File: src/rtl/board_pkg.sv
// Shared definitions for the board write master: cell and result encodings,
// FSM state type, and neighbour address helper.
package board_pkg;

    localparam logic [1:0] CELL_EMPTY = 2'd0;
    localparam logic [1:0] CELL_BLACK = 2'd1;
    localparam logic [1:0] CELL_WHITE = 2'd2;

    localparam logic [2:0] RES_OK        = 3'd0;
    localparam logic [2:0] RES_OCCUPIED  = 3'd1;
    localparam logic [2:0] RES_SUICIDE   = 3'd2;
    localparam logic [2:0] RES_PASS      = 3'd3;
    localparam logic [2:0] RES_GAME_OVER = 3'd4;

    // Widest address the helper can return; callers truncate to 2*E bits.
    localparam int unsigned NBR_ADDR_W = 16;

    typedef enum logic [2:0] {
        ST_CLEAR,
        ST_IDLE,
        ST_LOOK0,
        ST_LOOK1,
        ST_LOOK2,
        ST_COMMIT,
        ST_RESP
    } state_e;

    typedef enum logic [2:0] {
        DIR_C,
        DIR_N,
        DIR_S,
        DIR_W,
        DIR_E
    } dir_e;

    // Returns {valid, addr}; an off-board neighbour yields valid=0 and the target address.
    function automatic logic [NBR_ADDR_W:0] nbr_addr(input int unsigned x,
                                                     input int unsigned y,
                                                     input dir_e        dir,
                                                     input int unsigned edge_bits);
        int unsigned side;
        int unsigned nx;
        int unsigned ny;
        logic        ok;
        side = 1 << edge_bits;
        nx   = x;
        ny   = y;
        ok   = 1'b1;
        case (dir)
            DIR_N: if (y == 0)        ok = 1'b0; else ny = y - 1;
            DIR_S: if (y == side - 1) ok = 1'b0; else ny = y + 1;
            DIR_W: if (x == 0)        ok = 1'b0; else nx = x - 1;
            DIR_E: if (x == side - 1) ok = 1'b0; else nx = x + 1;
            default: ;
        endcase
        return {ok, NBR_ADDR_W'((ny << edge_bits) | nx)};
    endfunction

endpackage

File: src/rtl/board_clear_sweeper.sv
// Address counter for the full-board clear sweep; wraps back to zero so the
// next sweep always starts at cell 0.
module board_clear_sweeper #(
    parameter int unsigned ADDR_BITS = 6
) (
    input  logic                 clk,
    input  logic                 rst_n,
    input  logic                 en,
    output logic [ADDR_BITS-1:0] addr,
    output logic                 done
);

    always_ff @(posedge clk or negedge rst_n) begin
        if (!rst_n) begin
            addr <= '0;
        end else if (en) begin
            addr <= addr + ADDR_BITS'(1);
        end
    end

    assign done = en && (addr == '1);

endmodule

File: src/rtl/board_move_writer.sv
// Single write master for the board state RAM: clear sweep, move lookup and commit.
// Define SUICIDE_CHECK_EN to reject placements with no empty on-board neighbour.
module board_move_writer
    import board_pkg::*;
#(
    parameter int unsigned DATA_BITS      = 2,
    parameter int unsigned EDGE_ADDR_BITS = 3
) (
    input  logic                          clk,
    input  logic                          rst_n,
    input  logic                          move_valid,
    output logic                          move_ready,
    input  logic                          move_pass,
    input  logic [EDGE_ADDR_BITS-1:0]     move_x,
    input  logic [EDGE_ADDR_BITS-1:0]     move_y,
    output logic                          result_valid,
    input  logic                          result_ready,
    output logic [2:0]                    result_code,
    input  logic                          clear_req,
    output logic                          clear_busy,
    output logic                          turn,
    output logic                          game_over,
    output logic [2*EDGE_ADDR_BITS:0]     stone_count,
    output logic                          ram_wr_en,
    output logic [2*EDGE_ADDR_BITS-1:0]   ram_wr_addr,
    output logic [DATA_BITS-1:0]          ram_wr_data,
    output logic [2*EDGE_ADDR_BITS-1:0]   ram_rd_addr_1,
    input  logic [DATA_BITS-1:0]          ram_rd_data_1,
    output logic [2*EDGE_ADDR_BITS-1:0]   ram_rd_addr_2,
    input  logic [DATA_BITS-1:0]          ram_rd_data_2
);

    localparam int unsigned AW = 2 * EDGE_ADDR_BITS;
    localparam int unsigned CW = AW + 1;

    state_e                    state_q, state_d;
    logic [EDGE_ADDR_BITS-1:0] mv_x_q, mv_y_q;
    logic [DATA_BITS-1:0]      tgt_q;
    logic [2:0]                code_q, code_d;
    logic                      turn_q, turn_d;
    logic                      over_q, over_d;
    logic                      last_pass_q, last_pass_d;
    logic [CW-1:0]             count_q, count_d;
    logic                      accept;
    logic                      sweep_en, sweep_done;
    logic [AW-1:0]             sweep_addr;
    logic [NBR_ADDR_W:0]       nb1, nb2;
    logic                      tgt_empty;
`ifdef SUICIDE_CHECK_EN
    logic                      liberty_q, liberty_d;
`endif

    assign sweep_en  = (state_q == ST_CLEAR);
    assign accept    = (state_q == ST_IDLE) && move_valid && !clear_req;
    assign tgt_empty = (tgt_q == DATA_BITS'(CELL_EMPTY));

    board_clear_sweeper #(.ADDR_BITS(AW)) u_sweeper (
        .clk   (clk),
        .rst_n (rst_n),
        .en    (sweep_en),
        .addr  (sweep_addr),
        .done  (sweep_done)
    );

    always_comb begin
        nb1 = nbr_addr(32'(mv_x_q), 32'(mv_y_q), DIR_C, EDGE_ADDR_BITS);
        nb2 = nb1;
        case (state_q)
            ST_LOOK0: nb2 = nbr_addr(32'(mv_x_q), 32'(mv_y_q), DIR_N, EDGE_ADDR_BITS);
            ST_LOOK1: begin
                nb1 = nbr_addr(32'(mv_x_q), 32'(mv_y_q), DIR_S, EDGE_ADDR_BITS);
                nb2 = nbr_addr(32'(mv_x_q), 32'(mv_y_q), DIR_W, EDGE_ADDR_BITS);
            end
            ST_LOOK2: nb1 = nbr_addr(32'(mv_x_q), 32'(mv_y_q), DIR_E, EDGE_ADDR_BITS);
            default: ;
        endcase
        ram_rd_addr_1 = AW'(nb1);
        ram_rd_addr_2 = AW'(nb2);
    end

    always_ff @(posedge clk or negedge rst_n) begin
        if (!rst_n) begin
            state_q <= ST_CLEAR;
        end else begin
            state_q <= state_d;
        end
    end

    always_comb begin
        state_d      = state_q;
        code_d       = code_q;
        turn_d       = turn_q;
        over_d       = over_q;
        last_pass_d  = last_pass_q;
        count_d      = count_q;
        move_ready   = 1'b0;
        result_valid = 1'b0;
        clear_busy   = 1'b0;
        ram_wr_en    = 1'b0;
        ram_wr_addr  = {mv_y_q, mv_x_q};
        ram_wr_data  = turn_q ? DATA_BITS'(CELL_WHITE) : DATA_BITS'(CELL_BLACK);
`ifdef SUICIDE_CHECK_EN
        liberty_d    = liberty_q;
`endif
        case (state_q)
            ST_CLEAR: begin
                clear_busy  = 1'b1;
                // State sits in CLEAR while reset is held; keep the strobe quiet until release.
                ram_wr_en   = rst_n;
                ram_wr_addr = sweep_addr;
                ram_wr_data = '0;
                if (sweep_done) state_d = ST_IDLE;
            end
            ST_IDLE: begin
                move_ready = 1'b1;
                if (clear_req) begin
                    state_d     = ST_CLEAR;
                    turn_d      = 1'b0;
                    over_d      = 1'b0;
                    last_pass_d = 1'b0;
                    count_d     = '0;
                end else if (move_valid) begin
                    if (over_q) begin
                        code_d  = RES_GAME_OVER;
                        state_d = ST_RESP;
                    end else if (move_pass) begin
                        code_d      = RES_PASS;
                        turn_d      = ~turn_q;
                        over_d      = last_pass_q;
                        last_pass_d = 1'b1;
                        state_d     = ST_RESP;
                    end else begin
                        state_d = ST_LOOK0;
                    end
                end
            end
            ST_LOOK0: begin
`ifdef SUICIDE_CHECK_EN
                liberty_d = nb2[NBR_ADDR_W] && (ram_rd_data_2 == DATA_BITS'(CELL_EMPTY));
`endif
                state_d = ST_LOOK1;
            end
            ST_LOOK1: begin
`ifdef SUICIDE_CHECK_EN
                liberty_d = liberty_q
                          | (nb1[NBR_ADDR_W] && (ram_rd_data_1 == DATA_BITS'(CELL_EMPTY)))
                          | (nb2[NBR_ADDR_W] && (ram_rd_data_2 == DATA_BITS'(CELL_EMPTY)));
`endif
                state_d = ST_LOOK2;
            end
            ST_LOOK2: begin
`ifdef SUICIDE_CHECK_EN
                liberty_d = liberty_q
                          | (nb1[NBR_ADDR_W] && (ram_rd_data_1 == DATA_BITS'(CELL_EMPTY)));
`endif
                state_d = ST_COMMIT;
            end
            ST_COMMIT: begin
                state_d = ST_RESP;
                if (!tgt_empty) begin
                    code_d = RES_OCCUPIED;
`ifdef SUICIDE_CHECK_EN
                end else if (!liberty_q) begin
                    code_d = RES_SUICIDE;
`endif
                end else begin
                    code_d      = RES_OK;
                    ram_wr_en   = 1'b1;
                    count_d     = count_q + CW'(1);
                    turn_d      = ~turn_q;
                    last_pass_d = 1'b0;
                end
            end
            ST_RESP: begin
                result_valid = 1'b1;
                if (result_ready) state_d = ST_IDLE;
            end
            default: state_d = ST_CLEAR;
        endcase
    end

    always_ff @(posedge clk or negedge rst_n) begin
        if (!rst_n) begin
            mv_x_q      <= '0;
            mv_y_q      <= '0;
            tgt_q       <= '0;
            code_q      <= RES_OK;
            turn_q      <= 1'b0;
            over_q      <= 1'b0;
            last_pass_q <= 1'b0;
            count_q     <= '0;
`ifdef SUICIDE_CHECK_EN
            liberty_q   <= 1'b0;
`endif
        end else begin
            code_q      <= code_d;
            turn_q      <= turn_d;
            over_q      <= over_d;
            last_pass_q <= last_pass_d;
            count_q     <= count_d;
`ifdef SUICIDE_CHECK_EN
            liberty_q   <= liberty_d;
`endif
            if (accept) begin
                mv_x_q <= move_x;
                mv_y_q <= move_y;
            end
            // Target is read on port 1 in LOOK0 and again on port 2 in LOOK2.
            if (state_q == ST_LOOK0) begin
                tgt_q <= ram_rd_data_1;
            end else if (state_q == ST_LOOK2) begin
                tgt_q <= ram_rd_data_2;
            end
        end
    end

    assign result_code = code_q;
    assign turn        = turn_q;
    assign game_over   = over_q;
    assign stone_count = count_q;

endmodule

File: config.mk
export PLATFORM = sky130hd
export DESIGN_NAME = board_move_writer
export DESIGN_NICKNAME = d
export VERILOG_FILES = /design/src/rtl/board_pkg.sv /design/src/rtl/board_clear_sweeper.sv /design/src/rtl/board_move_writer.sv
export SDC_FILE = /design/constraint.sdc
export NUM_CORES = 1
export LEC_CHECK = 0
export ABC_CLOCK_PERIOD_IN_PS = 1900
export CORE_ASPECT_RATIO = 0.6
export CORE_MARGIN = 1
export CORE_UTILIZATION = 30
export DETAILED_ROUTE_END_ITERATION = 7
export PLACE_DENSITY = 0.53
export SLEW_MARGIN = 25
export SYNTH_ARGS = -nofsm -noshare
export SYNTH_HDL_FRONTEND = slang
export SYNTH_SLANG_ARGS = --single-unit
File: constraint.sdc
create_clock -name clk -period 1.9 [get_ports clk]
set_clock_uncertainty 0.15 [all_clocks]
set_input_delay 0.19 -clock clk [delete_from_list [all_inputs] [get_ports clk]]
set_output_delay 0.19 -clock clk [all_outputs]
set_load 0.01 [all_outputs]
---- Word-level counts from Yosys, hierarchy flattened ----
Cells that the tools add are included.
word-level totals
  output and inout bits ................... 36
  register bits ........................... 30
cells by class
  equality and inequality tests ........... 19
  add/subtract/negate cells ............... 6
  reductions and logical operators ........ 16
  bitwise operators ....................... 6
  muxes and demuxes ....................... 52
operator list
  operator             count
  $mux 3               14
  $mux 6               4
  $pmux 6 s2           2
  $pmux 3 s7           1
  $mux 1               19
  $or 6x3->6           3
  $eq 3x3->1 const B   5
  $mux 7               2
  $pmux 7 s2           1
  $ne 2x2->1 const B   6
  $ne 3x3->1 const B   4
  $or 6x6->6           2
  $logic_not 3->1      3
  $mux 2               4
  $add 7x1->7 const B  1
  $add 6x1->6 const B  1
  $eq 3x2->1 const B   2
  $eq 6x6->1 const B   1
  $pmux 1 s2           3
  $pmux 3 s2           1
  $reduce_and 3->1     2
  $reduce_bool 2->1    3
  $reduce_and 5->1     1
  $add 3x1->4 const B  1
  other kinds (11)     13

---- Longest topological paths before layout ----
Gate-level depths: netlist of run 1.
  depth in word-level cells ............... 6
  mapped depth ............................ 6
  gate-level depth less buffers ........... 6

---- Cells and area by module ----
Synthesis of run 1 repeated with hierarchy kept, for this count alone.
unflattened totals
  cells, all modules ...................... 204
  area, all modules ....................... 1864.3 um^2
by module, submodules not included
  module               area an instance (um^2)  instances  sequential area each (um^2)  cells each
  board_move_writer    1606.5                   1          600.6                        184
  board_clear_sweeper  257.7                    1          150.1                        20

---- Worst setup path after synthesis of run 1 ----
OpenSTA, ideal clock, no wires.
  path kind ............................... reg2out
  start ................................... reg state_q[1]
  end ..................................... out ram_wr_addr[5]
  data arrival time ....................... 1438 ps
  data required time ...................... 1560 ps
  cell stages (with the launch flop) ...... 5
  buffers on the path ..................... 2
  slack ................................... 122 ps
  cells stage by stage .................... dfrtp_1 > clkbuf_1 > nor3_1 > buf_2 > mux2_2
on the way
  longest elaborated chain between the ends .. 2
RTL lines
  element                 line                      text
  from (decl)             board_move_writer.sv:36   state_e state_q, state_d;
  from (signal assigned)  board_move_writer.sv:85   state_q <= state_d;
  $logic_not 3->1         board_move_writer.sv:105  case (state_q)
  $mux 6                  board_move_writer.sv:105
  to (decl)               board_move_writer.sv:25   output logic [2*EDGE_ADDR_BITS-1:0] ram_wr_addr,
Every way passes these cells.

---- Worst setup path after layout of run 1 ----
  start ................................... reg state_q[0]
  end ..................................... out ram_wr_en
on the way
  longest elaborated chain between the ends .. 2
  elaborated cells on any way between the ends .. 3
  classes of those cells .................. eq/ne (1); mux (1); reduce/logical (1)
RTL lines
  element                                               line                      text
  $eq 3x3->1 / $logic_not 3->1 (equally long branches)  board_move_writer.sv:105
  $pmux 1 s2 (*)                                        board_move_writer.sv:105
  to (decl)                                             board_move_writer.sv:24   output logic ram_wr_en,
Every way passes the cells marked *; elsewhere a longest branch is shown, timed or not.

==> impl.org, run 1 <==
** Worst setup path
- For the worst setup path, the data arrival time is 1.72 ns.
- Critical path class :: reg2out
- FF-to-FF setup slack :: -0.05 ns
- Along the worst path, the maximum fanout reaches 6.
- Startpoint kind of the worst setup timing path :: flop
- Crit path required time :: 1.56 ns
- Endpoint kind of the worst setup timing path :: primary output

** Run status
- Result of the run :: finished, violations left
- The checks that failed: setup timing.

** Clock network
- Register clock-pin slew on the reported worst setup and hold paths :: 0.07 ns
- The number of clock buffers added by TritonCTS is 5.
- Counting every sink on the clock net gives 30.
- TritonCTS built the clock tree.
- Root cell of the clock tree :: clkbuf_8
- The later pin in the worst-skew pair is clocked with a latency of 0.28 ns.
- Max clock buf depth :: 2
- The clock tree synthesis step divided the H-tree into 2 levels.
- Total of hold buffers inserted after clock tree synthesis :: 0

** Floorplanning
- The die covers 6400 um^2.
- Placement row count :: 21
- For this configuration, the core starts out at a cell density of 32.0%.
- In this run the count of I/O pins placed on the die edge is 52.
- Core Box Area :: 5700 um^2
- From bottom edge to top edge, the die measures 62.4 um.
- The die is 103 um wide.

** Layout
- The area growth from synthesis to layout is 84.1%.
- The library cell used most frequently in the layout, excluding fill and tap cells, is buf_4.
- Share of layout cells above drive strength 1 :: 51.5%
- Count of filler cells inserted in the layout :: 485
- Total area of multi-input combinational cells :: 1280 um^2
- Most used cells in the layout excluding fill and tap cells :: buf_4 (50), buf_6 (31), dfrtp_1 (27), clkdlybuf4s50_1 (27), nand2_1 (23)
- Across the whole layout, storage elements account for 754 um^2.
- The number of antenna diodes in the final layout is 0.
- At the end of the flow, the number of nets in the layout was 347.

** Global routing
- GRT Overall Usage :: 19.5%
- The number of antenna violations at the first check in global routing was 0.
- The first global-routing pass estimated 9480 um of wire.
- Entering global routing, the biggest net connects 31 pins.
- The number of global-route vias before repair was 1898.
- The total overflow left after global routing is 0.

** Timing
- For this run, the top clock speed supported by timing is 484 MHz.
- After layout, the worst path uses 109% of the clock period.
- RSZ-0062 raised after global routing :: true
- The number of hold violations in the final report was 0.
- Final-report max-slew violation count :: 0
- Final setup violation count :: 19
- Final period demand of the worst path :: 2.06 ns
- Measured against its own limit, the worst slew margin works out to 72.6%.
- On the final layout, the worst hold slack is 0.213 ns.
- For the pin with the worst max-slew slack, the measured transition is 0.410 ns.
- Final setup margin :: -0.164 ns

** Synth
- Counting flops with a built-in enable in the synthesized netlist gives 0.
- The most used flip-flop cell after synthesis is dfrtp_1.
- Flops & latches, synth :: 30
- Number of nets in the synthesized netlist :: 222
- The average instance in the mapped netlist occupies 9.20 um^2.
- Cells after Synth :: 198
- Post-synth ARST share :: 100%
- Cell area after synthesis :: 1820 um^2
- For this run, the number of Yosys warnings is 0.
- Cell variety after synth :: 47
- Portion of the post-synthesis area used by sequential elements :: 41.2%

** Hold path
- In this run the worst hold path is classified as in2async.

** Power and ir drop
- Summing internal, switching and leakage power gives 1.25 mW.
- Across the VDD grid, the largest voltage drop is 232 uV.
- Power density over cell area :: 371 nW/um^2
- In this run the static leakage power is 1.58 nW.

** Drt
- Detailed-route wire length per cell :: 14.6 um
- Aggregate routed wire length :: 5910 um
- Number of remaining DRC errors :: 0
- Dividing the detail-routed via count by the number of cells gives 4.84.
- For this block, the via count after detailed routing is 1955.
- Remaining antenna violation count after routing :: 0
- Router iterations before antenna repair :: 4
- In this run, the number of DRC markers left after iteration 0 of detailed routing was 87.

** Placed design
- In this run the tool buffered the top-level ports with 51 buffer cells.
- The congestion estimate from routability-driven global placement came to 0.769.
- Detailed placer's ending HPWL :: 3930 um

** Job
- # Max-Cap Violations :: 0
## cells in the mapped netlist, types with 3 or more instances
master	number	area (um^2)
nor2_1	15	56.3
o21ai_1	4	20.0
nand4_1	4	25.0
dfrtp_1	30	751
mux2_2	8	90.1
clkbuf_1	5	18.8
nor2b_1	3	18.8
nand3_1	4	20.0
nor3_2	5	50.1
o21ai_0	13	65.1
nand2_1	30	113
xnor2_1	9	78.8
buf_2	3	15.0
a21oi_1	8	40.0
inv_1	7	26.3
nor3_1	3	15.0
a211oi_1	3	22.5
ha_1	8	100
## kinds of logic (layout without fill, tap and decap cells)
group                    Yosys count  count (layout)  synth area share [%]
buffers and inverters             16             142                  3.50
flip-flops                        30              30                  41.2
adder cells (fa/ha/maj)            8               8                  5.49
AND/OR/NAND/NOR                   76              76                  21.2
multiplexers                      12              12                  7.28
XOR/XNOR                          11              11                  5.29
AO/OA/AOI/OAI                     45              45                  16.0
## power breakdown
part | total, mW | switching (mW) | internal (mW)
Sequential | 0.643 | 0.00204 | 0.641
Combinational | 0.0725 | 0.0333 | 0.0392
Clock | 0.530 | 0.238 | 0.292
Total | 1.25 | 0.273 | 0.972
## flip-flops by register name, indices dropped and copies added, names as in the netlist
signal and count:
turn 1, u_sweeper.addr 6, mv_y_q 3, tgt_q 2, result_code 3, last_pass_q 1
game_over 1, mv_x_q 3, stone_count 7, state_q 3
## what timing repair did
action	CTS	global route
endpoints found under the setup margin	25	41
setup buffers	23	12
pin swaps	13	17
gates resized for setup	147	52
## critical path: stages (launching register included)
cell	delay, ns
dfrtp_2	0.50
buf_6	0.14
or4b_4	0.48
nor2_4	0.12
a21o_1	0.09
buf_2	0.12
## routing by layer
layer  vias up  GRT usage (%)  part of all wire [%]  wire length (um)
met4         0           5.89                   1.4                80
met1       936           29.4                    49              2920
met3        11           4.95                   5.0               298
met2        56           26.8                    44              2610
li1        952              -                     -                 -
met5         -              0                     0                 0
## worst paths after layout
path	start	end	depth (start not counted)
worst max-delay path	state_q[0]$_DFFE_PN0P_	ram_wr_en	5
worst min-delay path	rst_n	u_sweeper.addr[2]$_DFFE_PN0P_	2
worst max register to register	state_q[0]$_DFFE_PN0P_	stone_count[4]$_DFFE_PN0P_	6
worst min register to register	u_sweeper.addr[5]$_DFFE_PN0P_	u_sweeper.addr[5]$_DFFE_PN0P_	1
max in group asynchronous	rst_n	state_q[2]$_DFFE_PN0P_	2
min in group clk	ram_rd_data_1[0]	tgt_q[0]$_DFFE_PN0P_	3
## area by class of cell
cell class	count	share of cell area, %
multi-input cells	152	38.1
repair buffers	126	32.8
flip-flops and latches	30	22.5
well taps	80	2.99
clock buffers	7	2.57
inverters	8	0.896
clock inverters	1	0.149
## stage by stage
step / util [%] / setup WS, ns / TNS, ns / area (um^2) / cells
6_report: 58.8 / -0.164 / -1.03 / 3350 / 404
2_1_floorplan: - / 0.122 / 0 / 1820 / 198
3_5_place_dp: 47.9 / -0.260 / -2.62 / 2730 / 365
4_1_cts: 54.5 / -0.166 / -0.871 / 3110 / 395
3_3_place_gp: 47.9 / -0.228 / -2.51 / 2730 / 365
5_1_grt: 58.8 / -0.242 / -2.75 / 3350 / 404
Note: power is estimated with default switching activity, not from simulation.
==> run 2, diff against run 1 <==
--- a/config.mk
+++ b/config.mk
@@ -9,6 +9,7 @@
 export CORE_ASPECT_RATIO = 0.6
 export CORE_MARGIN = 1
 export CORE_UTILIZATION = 30
+export CTS_BUF_LIST = sky130_fd_sc_hd__clkbuf_4 sky130_fd_sc_hd__clkbuf_8
 export DETAILED_ROUTE_END_ITERATION = 7
 export PLACE_DENSITY = 0.53
 export SLEW_MARGIN = 25
==> run 2 against run 1 <==
The run still ends with setup timing left. Worst setup slack is the same. Die area is the same. Non-clock buffer count is the same. Clock power grew 3%. Total power grew 1.2%. Sequential power is essentially flat. Sequential cell count is the same. Largest power group unchanged.
==> impl.org, run 2 (synthesis results as in run 1) <==
** Worst setup path
- The worst setup path is captured at a primary output.
- The worst setup path is launched from a flop.
- Arrival @ worst endpoint :: 1.72 ns (about the same)
- The setup path with the least slack is of type reg2out.
- Cell-by-cell listing of the critical path :: buf_6 -> or4b_4 -> nor2_4 -> a21o_1 -> buf_2
- Worst Reg-to-Reg Cells :: 6 (unchanged)
- On the critical path, the stage with the largest delay is an instance of dfrtp_2.
- Maximum fanout along the worst path :: 6 (unchanged)
- The required time of the critical path was 1.56 ns (about the same).
- The largest incremental delay on the critical path is 0.50 ns (about the same).

** Floorplanning
- Core Box Area :: 5700 um^2 (unchanged)
- The height of the die was 62.4 um (unchanged).
- The die width is 103 um (unchanged).
- Die area :: 6400 um^2 (unchanged)
- The placement row count is 21 (unchanged).
- The initial core utilization is 32.0% (unchanged).
- IO Pins :: 52 (unchanged)

** Drt
- Via-per-instance ratio :: 4.84 (about the same)
- The total number of vias was 1954 (-0.051%).
- Aggregate routed wire length :: 5910 um (about the same)
- The length of the first detailed-routing pass in iterations is 4 (unchanged).
- The post-detailed-route DRC marker count was 0 (unchanged).
- The initial DRC count was 85 (-2.3%).
- Detailed-route wire length per cell :: 14.6 um (about the same)
- Remaining antenna violation count after routing :: 0 (unchanged)

** Layout
- The fraction of the core area covered by cells at the end of the flow was 58.9% (+0.066 points).
- Antenna diode instance count :: 0 (unchanged)
- In the layout the commonest cells are buf_4 (50), buf_6 (31), dfrtp_1 (27), clkdlybuf4s50_1 (27), nand2_1 (23).
- Synth-to-Final Area Change :: 84.3%
- Number of flip-flops in the largest register :: 7 (unchanged)
- The fraction of final layout cells with drive strength greater than 1 was 51.9% (+0.31 points).
- Most frequent standard cell in the layout excluding fill and tap cells :: buf_4
- Final nets :: 347 (unchanged)
- Count of filler cells inserted in the layout :: 483 (-0.41%)

** Power and ir drop
- VDD IR max :: 232 uV (about the same)
- The combinational share of power came to 5.8% (about the same).
- Total Power Consumption :: 1.26 mW (+1.2%)
- The sequential power share was 51.0% (-0.6 points).
- The switching part of the total was 21.7% (-0.22 points).
- NetSw :: 0.274 mW (+0.18%)
- Total internal power :: 0.986 mW (+1.5%)
- Clock power share :: 43.2% (+0.7 points)
- The leakage power came to 1.58 nW (+0.22%).
- Power density over cell area :: 375 nW/um^2 (+1.1%)

** Global routing
- Number of global-route vias before repair :: 1898 (unchanged)
- GRT Overall Usage :: 19.5% (unchanged)
- The leftover overflow at the end of global routing is 0 (unchanged).
- The first-pass GRT wire length came to 9480 um (unchanged).
- The number of antenna violations at the first check in global routing came to 0 (unchanged).
- Maximum number of pins on one net before global-route repair :: 31 (unchanged)

** Timing
- Worst Tran Pin Value :: 0.410 ns (unchanged)
- The worst path setup slack after routing is -0.164 ns (unchanged).
- RSZ-0062 raised after global routing :: true
- FMAX :: 484 MHz (unchanged)
- Period utilisation layout :: 109% (unchanged)
- Final count of hold timing violations :: 0 (unchanged)
- The number of max-slew violations in the final report was 0 (unchanged).
- The setup violation total in the final timing report came to 19 (unchanged).
- The minimum clock period after layout came to 2.06 ns (unchanged).
- Slew headroom :: 72.6% (unchanged)

** Run status
- The final reports fail on setup timing.
- Result of the run :: finished, violations left

** Job
- # Max-Cap Violations :: 0 (unchanged)

** Placed design
- The count of buffers inserted at the top-level ports is 51 (unchanged).
- The estimated wirelength of the detail-placed design was 3930 um (unchanged).
- The final weighted congestion in routability-driven placement is 0.769 (unchanged).

** Clock network
- The worst-case clock buffer depth was 2 (unchanged).
- TritonCTS clock tree :: done
- H-tree level count :: 2 (unchanged)
- Number of CTS-inserted buffers :: 5 (unchanged)
- Root cell of the clock tree :: clkbuf_8
- The cts-stage hold buffer count came to 0 (unchanged).
- Register clock-pin slew on the reported worst setup and hold paths :: 0.07 ns (about the same)
- The worst-skew pair later-pin latency is 0.28 ns (about the same).
- The count of clock tree sinks was 30 (unchanged).

** Hold path
- The tightest min-delay check is of the in2async type.
run 2: cell counts in the layout (fill, tap and decap cells not counted):
Identical to the previous run, type by type.
run 2: per-stage QoR:
step                cells  TNS [ns]  cell area [um^2]  hold slack, ns  setup slack (ns)
floorplan             198         0              1820          -0.256             0.122
detailed placement    365     -2.62              2730           0.338            -0.260
global placement      365     -2.51              2730           0.336            -0.228
CTS                   395    -0.871              3110           0.221            -0.166
global route          404     -2.75              3360           0.269            -0.242
finish                404     -1.03              3360           0.212            -0.164
run 2: worst max-delay path: cells and delay by family, from the launching register on:
family / cells / cell delay, ns
AND/OR/NAND/NOR: 2 / 0.60
AO/OA/AOI/OAI: 1 / 0.09
flip-flops: 1 / 0.50
buffers and inverters: 2 / 0.26
run 2: final cells by class:
cell class | count | area (um^2) | share of cell area [%]
Multi-Input combinational cell | 152 | 1280 | 38.1
Timing Repair Buffer | 126 | 1100 | 32.7
Sequential cell | 30 | 754 | 22.5
Tap cell | 80 | 100 | 2.98
Clock buffer | 7 | 90.1 | 2.68
Inverter | 8 | 30.0 | 0.895
Clock inverter | 1 | 5.00 | 0.149
run 2: worst paths after layout:
path | startpoint | endpoint | slack [ns]
min reg2reg | u_sweeper.addr[5]$_DFFE_PN0P_ | u_sweeper.addr[5]$_DFFE_PN0P_ | 0.37
min in group clk | ram_rd_data_1[0] | tgt_q[0]$_DFFE_PN0P_ | 0.31
max reg2reg | state_q[0]$_DFFE_PN0P_ | stone_count[4]$_DFFE_PN0P_ | -0.05
max in group asynchronous | rst_n | state_q[2]$_DFFE_PN0P_ | 1.06
max | state_q[0]$_DFFE_PN0P_ | ram_wr_en | -0.16
min | rst_n | u_sweeper.addr[2]$_DFFE_PN0P_ | 0.21
run 2: repair_timing:
action	4_1_cts	5_1_grt
setup endpoints to repair	25	41
pin swaps	13	17
endpoints found under the hold margin	0	0
gates resized for setup	147	52
setup buffers	23	12
run 2: power groups by stage:
stage	Combinational, mW	Sequential [mW]	Clock [mW]
after floorplan	0.00876	0.655	0
after global placement	0.0707	0.655	0
after detailed placement	0.0709	0.655	0
after CTS	0.0706	0.643	0.566
after global routing	0.0793	0.643	0.595
final	0.0725	0.643	0.544
run 2: per-layer routing:
metal / routed length [um] / vias up / GRT usage, %
met5: 0 / - / 0
met4: 80 / 0 / 5.89
met3: 298 / 11 / 4.95
met2: 2610 / 56 / 26.8
met1: 2920 / 935 / 29.4
li1: - / 952 / -
